`config.mk`:
```
export PLATFORM = sky130hd
export DESIGN_NAME = irq_pending_encoder
export DESIGN_NICKNAME = d
export VERILOG_FILES = /design/src/rtl/irq_pending_encoder_pkg.sv /design/src/rtl/irq_pending_encoder_sync_edge.sv /design/src/rtl/irq_pending_encoder.sv
export SDC_FILE = /design/constraint.sdc
export NUM_CORES = 1
export LEC_CHECK = 0
export ABC_AREA = 1
export CORE_MARGIN = 1
export CORE_UTILIZATION = 47
export DETAILED_ROUTE_END_ITERATION = 8
export PLACE_DENSITY = 0.8
export SYNTH_ARGS = -nofsm -noshare
export SYNTH_HDL_FRONTEND = slang
export SYNTH_SLANG_ARGS = --single-unit
```
`constraint.sdc`:
```
create_clock -name clk -period 1.3 [get_ports clk]
set_input_delay 0.195 -clock clk [delete_from_list [all_inputs] [get_ports clk]]
set_output_delay 0.195 -clock clk [all_outputs]
set_load 0.01 [all_outputs]
```
`src/rtl/irq_pending_encoder_pkg.sv`:
```
// irq_pkg: shared sizes, presentation FSM states and the fixed-priority pick for irq_pending_encoder
package irq_pkg;
  localparam int NUM_SRC = 8;
  localparam int IDX_W = 3;
  typedef enum logic {IDLE, PRESENT} irq_state_t;
  function automatic logic [IDX_W-1:0] prio_lowest(input logic [NUM_SRC-1:0] v);
    prio_lowest = '0;
    for (int i = NUM_SRC - 1; i >= 0; i--) if (v[i]) prio_lowest = IDX_W'(i);
  endfunction
endpackage

```
`src/rtl/irq_pending_encoder_sync_edge.sv`:
```
// irq_sync_edge: synchronize one active-low request and flag its falling edge
// ports: clk, rst_b (async active-low), irq_b (raw, active-low) -> sync_level_b (synchronized level), fall_edge (1-cycle pulse)
module irq_sync_edge #(
  parameter int SYNC_STAGES = 2
) (
  input  logic clk,
  input  logic rst_b,
  input  logic irq_b,
  output logic sync_level_b,
  output logic fall_edge
);
  logic [SYNC_STAGES-1:0] sync_q;
  logic hist_q;
  // all flops reset inactive so releasing reset with a low input still yields one real edge, never a false one
  always_ff @(posedge clk or negedge rst_b) begin
    if (!rst_b) begin
      sync_q <= '1;
      hist_q <= 1'b1;
    end else begin
      sync_q <= {sync_q[SYNC_STAGES-2:0], irq_b};
      hist_q <= sync_q[SYNC_STAGES-1];
    end
  end
  assign sync_level_b = sync_q[SYNC_STAGES-1];
  assign fall_edge = hist_q & ~sync_q[SYNC_STAGES-1];
endmodule

```
`src/rtl/irq_pending_encoder.sv`:
```
// irq_pending_encoder: latch 8 active-low interrupts into pending and present the highest-priority unmasked index over valid/ready
// ports: clk, rst_b (async active-low); irq_in_b, mask, en_b, ovf_clr, irq_ready in;
//        irq_valid, irq_idx, irq_any_b, pending, overflow out
module irq_pending_encoder
  import irq_pkg::*;
#(
  parameter int SYNC_STAGES = 2,
  parameter bit EDGE_MODE = 1'b1
) (
  input  logic               clk,
  input  logic               rst_b,
  input  logic [NUM_SRC-1:0] irq_in_b,
  input  logic [NUM_SRC-1:0] mask,
  input  logic               en_b,
  input  logic               ovf_clr,
  input  logic               irq_ready,
  output logic               irq_valid,
  output logic [IDX_W-1:0]   irq_idx,
  output logic               irq_any_b,
  output logic [NUM_SRC-1:0] pending,
  output logic [NUM_SRC-1:0] overflow
);
  logic [NUM_SRC-1:0] lvl_b, fall, elig, clr, pend_q, pend_d, ovf_q, ovf_d;
  logic [IDX_W-1:0] idx_q, idx_d;
  irq_state_t state_q, state_d;
  logic hs;
  for (genvar i = 0; i < NUM_SRC; i++) begin : g_src
    irq_sync_edge #(.SYNC_STAGES(SYNC_STAGES)) u_sync (
      .clk          (clk),
      .rst_b        (rst_b),
      .irq_b        (irq_in_b[i]),
      .sync_level_b (lvl_b[i]),
      .fall_edge    (fall[i])
    );
  end
  assign elig = pend_q & ~mask;
  assign hs = irq_valid & irq_ready;
  assign clr = hs ? {{(NUM_SRC-1){1'b0}}, 1'b1} << idx_q : '0;
  // an edge coinciding with its own clear keeps the bit set and is not an overflow
  always_comb begin
    pend_d = EDGE_MODE ? (fall | (pend_q & ~clr)) : ~lvl_b;
    ovf_d = EDGE_MODE ? ((fall & pend_q & ~clr) | (ovf_clr ? '0 : ovf_q)) : '0;
  end
  // index is captured once on entry to PRESENT and held until handshake or withdrawal
  always_comb begin
    state_d = state_q;
    idx_d = idx_q;
    if (state_q == IDLE) begin
      if (!en_b && |elig) begin
        state_d = PRESENT;
        idx_d = prio_lowest(elig);
      end
    end else if (hs || en_b) begin
      state_d = IDLE;
    end
  end
  always_ff @(posedge clk or negedge rst_b) begin
    if (!rst_b) begin
      state_q <= IDLE;
      idx_q <= '0;
      pend_q <= '0;
      ovf_q <= '0;
    end else begin
      state_q <= state_d;
      idx_q <= idx_d;
      pend_q <= pend_d;
      ovf_q <= ovf_d;
    end
  end
  assign irq_valid = (state_q == PRESENT);
  assign irq_idx = idx_q;
  assign irq_any_b = ~|elig;
  assign pending = pend_q;
  assign overflow = ovf_q;
endmodule
```
# After elaboration in Yosys (flattened, before gate mapping)
# Cells that the tools add are included.
[op_classes]
bitwise_logic = 26
mux = 13
n_reduce_logical = 6
n_shift = 1
[ops]
columns = ["cell", "count"]
rows = [
  ["8-bit bitwise AND", 4],
  ["3-bit 2-to-1 mux", 8],
  ["8-bit 2-to-1 mux", 2],
  ["8-bit NOT", 2],
  ["8-bit OR", 2],
  ["1-bit bitwise AND", 9],
  ["1-bit NOT", 9],
  ["8-bit OR reduction", 1],
  ["1-bit by 3-bit left shift with 8-bit output (first input constant)", 1],
  ["1-bit 2-to-1 mux", 3],
  ["1-bit logical NOT", 2],
  ["2-bit AND reduction", 1],
  ["1-bit logical AND", 1],
  ["1-bit logical OR", 1],
]
[totals]
wordCells = 66
out_inout_bits = 21
regBits = 44
in_bits = 21

# Longest topological paths before layout
[depth]
word_depth = 10
ltp_mapped = 10
ltp_nobuf = 10

# Hierarchy
# From an unflattened synthesis, not the netlist that was laid out.
[unflattened]
hier_cells = 162
area_unflattened_um2 = 1652.8
[by_module_without_submodules]
columns = ["mod", "area_each_um2", "instances", "cells_each", "seq_area_each_um2"]
rows = [
  ["irq_pending_encoder", 942.2, 1, 122, 500.5],
  ["irq_sync_edge", 88.8, 8, 5, 78.8],
]

# Least setup slack after synthesis
# OpenSTA, ideal clock, no wires.
[synth_timing]
path_type = "register to register"
startpoint = "reg pend_q[0] (netlist: pending[0])"
endpoint = "reg idx_q[0] (netlist: irq_idx[0])"
synth_period_minus_slack_ns = 1.067
stages_incl_launch_ff = 9
t_arrival_ns = 0.950
setup_slack_ns = 0.233
path_buffers = 0
cell_sequence = "dfrtp_1 -> nand2_2 -> nand2_2 -> nor2_2 -> nand2_2 -> nand2_4 -> nor2_2 -> nand2_1 -> nand2_1"
[synth_via]
elab_chain_len = 4
word_cells_on_any_way = 5
cone_classes = "1 x mux; 1 x bitwise; 3 x reduce/logical"
[synth_lines]
columns = ["element", "line", "text"]
rows = [
  ["from (decl)", "irq_pending_encoder.sv:23", "logic [NUM_SRC-1:0] lvl_b, fall, elig, clr, pend_q, pend_d, ovf_q, ovf_d;"],
  ["from (signal assigned)", "irq_pending_encoder.sv:66", "pend_q <= pend_d;"],
  ["8-bit bitwise AND *", "irq_pending_encoder.sv:36", "assign elig = pend_q & ~mask;"],
  ["8-bit OR reduction", "irq_pending_encoder.sv:49", "if (!en_b && |elig) begin"],
  ["1-bit logical AND", "irq_pending_encoder.sv:49", ""],
  ["2-bit AND reduction (no line)", "n/a", ""],
  ["to (signal assigned)", "irq_pending_encoder.sv:65", "idx_q <= idx_d;"],
  ["to (decl)", "irq_pending_encoder.sv:24", "logic [IDX_W-1:0] idx_q, idx_d;"],
]
# Mark *: on every way between the ends. The rest lies on a longest branch, timed or not.
# A chain may end at the register's enable or synchronous reset.

# Worst setup path in the final report
[layout_timing]
startpoint = "reg pend_q[1] (netlist: pending[1])"
endpoint = "out irq_any_b"
[layout_via]
elab_chain_len = 3
[layout_lines]
columns = ["element", "line", "text"]
rows = [
  ["8-bit bitwise AND", "irq_pending_encoder.sv:36", ""],
  ["8-bit OR reduction", "irq_pending_encoder.sv:72", "assign irq_any_b = ~|elig;"],
  ["1-bit logical NOT", "irq_pending_encoder.sv:72", ""],
  ["to (decl)", "irq_pending_encoder.sv:19", "output logic irq_any_b,"],
]
# Every way passes these cells.

==> out/results.tsv <==
stage	metric	value	unit
power	Power Density	1310	mW/mm^2
power	Total Power	3.12	mW
place	Port Buf Inserts	41	
sta	Peak Freq	692	MHz
setup_path	CP Max Fanout	2	
route	Initial DRC Count	52	
sta	measured slew at the worst slew-check pin	0.319	ns
route	DR DRC count	0	
power	Static Leak	1.21	nW
floorplanning	Rows	20	
power	Reg power frac	51.9	%
layout	P&R area growth vs syn	46.8	%
global_route	GRT Overall Usage	21.8	%
global_route	GR Overflow Total	0	
sta	slew margin rel.	78.7	%
floorplanning	Die ar.	0.00370	mm^2
sta	Setup Skew	0.0104	ns
layout	Layout Nets	255	
global_route	largest net degree at the start of global routing	45	
run	Max Cap Viol	0	
sta	final-report max-slew violation count	0	
clock_network	CTS tree	done	
yosys	Synth Warn #	0	
clock_network	# clock sinks	44	
power	Clock Power Share	21.3	%
sta	final setup violating endpoints	4	
layout	share of cells above drive strength 1	37.0	%
clock_network	Clk pin slew, worst setup/hold paths	0.12	ns
worst_hold_path	HP Class	input pin to register	
route	drt pass-1 iters	4	
power	switching power	0.892	mW
floorplanning	Die Y	60.8	um
setup_path	Worst R2R Path Depth	11	
power	Comb power frac	26.8	%
clock_network	H-tree levels	2	
route	drt wl/cell	12.6	um
power	sw frac	28.6	%
setup_path	endpoint class of the critical path	primary output	
route	vias per inst	4.62	
route	antenna viol nets, final	0	
run_status	outcome	finished, violations left	
yosys	cells after synthesis	159	
route	DR vias	1290	
sta	Final Hold Fails	0	
layout	fillers	233	
place	GPL Wtd Cong	0.813	
sta	setup tns final	-0.321	ns
clock_network	Root Buffer	clkbuf_4	
sta	Tcrit/Tclk final	111	%
global_route	first-pass GRT wire length	5.43	mm
yosys	Yosys cell types	15	
power	peak supply drop	0.965	mV
floorplanning	DIE WIDTH	60.8	um
place	Place WS	-0.516	ns
global_route	vias in the first global route	1320	
yosys	syn_nets	180	
yosys	post-synthesis sequential area ratio	69.6	%
global_route	initial antenna violation count	0	
setup_path	CP Class	register to primary output	
worst_hold_path	Worst Hold Depth	1	
layout	Antenna Cells	0	
floorplanning	core region area	0.00318	mm^2
sta	Tmin final	1.44	ns
floorplanning	Initial Util	51.1	%
clock_network	number of buffers created by CTS	5	
clock_network	Clk Latency, worst-skew pair	0.35	ns
layout	Final Cell Area	0.00239	mm^2
place	Post-DP HPWL	2.51	mm
sta	worst setup slack after layout	-0.145	ns
place	Placed Area	0.00221	mm^2
power	Int Pwr	2.23	mW
route	Post-Route WL	3.51	mm
yosys	mapped cell area	0.00163	mm^2
floorplanning	# IOs	42	
setup_path	Worst EP required	1.11	ns
setup_path	Arr. time, crit path	1.25	ns
yosys	post-synthesis register bit count	44	
setup_path	crit start category	register	
sta	unrepaired setup endpoints after global routing	yes	
yosys	Syn Area/Cell	10.2	um^2
clock_network	CTS Buffer Depth	2	
run_status	violated checks	negative setup slack	
synth_stat cells, drive strengths merged:
cell type	count	area share (%)
dfstp	24	39
nand2	59	15
inv	31	7.2
a21oi	2	0.62
nor3	1	0.31
o22ai	8	3.1
nor2	10	2.8
buf	1	0.23
o21ai	1	0.31
o21bai	1	0.46
dfrtp	20	31
nand3b	1	0.46
placed cells by master, fill, tap and decap left out, types with 2 or more instances in the layout:
cell type,netlist,layout
nand2_1,52,45
nor2_1,7,7
buf_6,0,11
clkdlybuf4s50_1,0,19
dfstp_2,24,24
clkinv_2,0,2
nand2_2,6,13
inv_1,31,30
o22ai_1,8,8
dlygate4sd2_1,0,11
a21oi_1,2,2
dfrtp_1,20,20
clkbuf_4,0,5
buf_4,0,20
buf_2,0,5
nor2_2,3,2
power groups by stage:
| stage | registers (mW) | logic, mW | clock network [mW] |
|---|---|---|---|
| floorplan | 1.70 | 0.236 | 0 |
| global placement | 1.63 | 0.746 | 0 |
| detailed placement | 1.65 | 0.774 | 0 |
| CTS | 1.61 | 0.788 | 0.692 |
| global route | 1.63 | 0.909 | 0.756 |
| finish | 1.62 | 0.834 | 0.664 |
logic make-up (layout without fill, tap and decap cells):
group,Yosys count,count (layout),synth area share [%]
flops,44,44,69.6
buf+inv,32,108,7.39
simple gates,71,71,18.6
compound gates,12,12,4.46
area by class of cell:
type,count,area (um^2),share of cell area (%)
Multi-Input combinational cell,83,397,16.6
Tap cell,44,55.1,2.31
Inverter,31,116,4.88
Sequential cell,44,1130,47.4
Timing Repair Buffer,69,626,26.2
Clock buffer,6,51.3,2.15
Clock inverter,2,10.0,0.420
state kept, by name (all words and copies together), names as in the netlist:
| signal | flops |
|---|---|
| pending | 8 |
| g_src.u_sync.hist_q | 8 |
| irq_valid | 1 |
| irq_idx | 3 |
| overflow | 8 |
| g_src.u_sync.sync_q | 16 |
metrics by stage:
step / hold slack, ns / util, % / instances
floorplan: -0.101 / - / 159
global placement: 0.180 / 69.7 / 259
detailed placement: 0.188 / 69.7 / 259
CTS: 0.223 / 73.3 / 277
global route: 0.206 / 75.1 / 279
finish: 0.241 / 75.1 / 279
what timing repair did:
item,in CTS,in global routing
pin swaps,5,6
gates resized for setup,57,12
setup endpoints to repair,21,3
buffers inserted,11,2
hold endpoints to repair,20,0
hold buffers,1,0
layer usage:
layer | vias to the layer above | global-route usage [%] | routed length [um]
li1 | 626 | - | -
met1 | 622 | 21.2 | 1320
met2 | 32 | 40.7 | 1970
met3 | 10 | 7.89 | 126
met4 | 0 | 10.1 | 91
met5 | - | 0 | 0
worst paths after layout:
path	startpoint	end	slack [ns]
max	pending[1]	irq_any_b	-0.14
min	irq_in_b[1]	g_src[1].u_sync.sync_q[0]	0.24
max reg2reg	pending[2]	irq_idx[0]	-0.12
min reg2reg	g_src[7].u_sync.sync_q[0]	g_src[7].u_sync.sync_q[1]	0.35
max in group asynchronous	rst_b	g_src[6].u_sync.sync_q[0]	0.68
min in group asynchronous	rst_b	overflow[5]	0.34
critical path, stage by stage (launching register included):
cell,delay (ns)
dfrtp_1,0.42
nand2_2,0.08
nand2_2,0.07
nor2_4,0.12
nand2_2,0.07
inv_2,0.05
buf_6,0.09
Power figures use the tool's default switching activity.
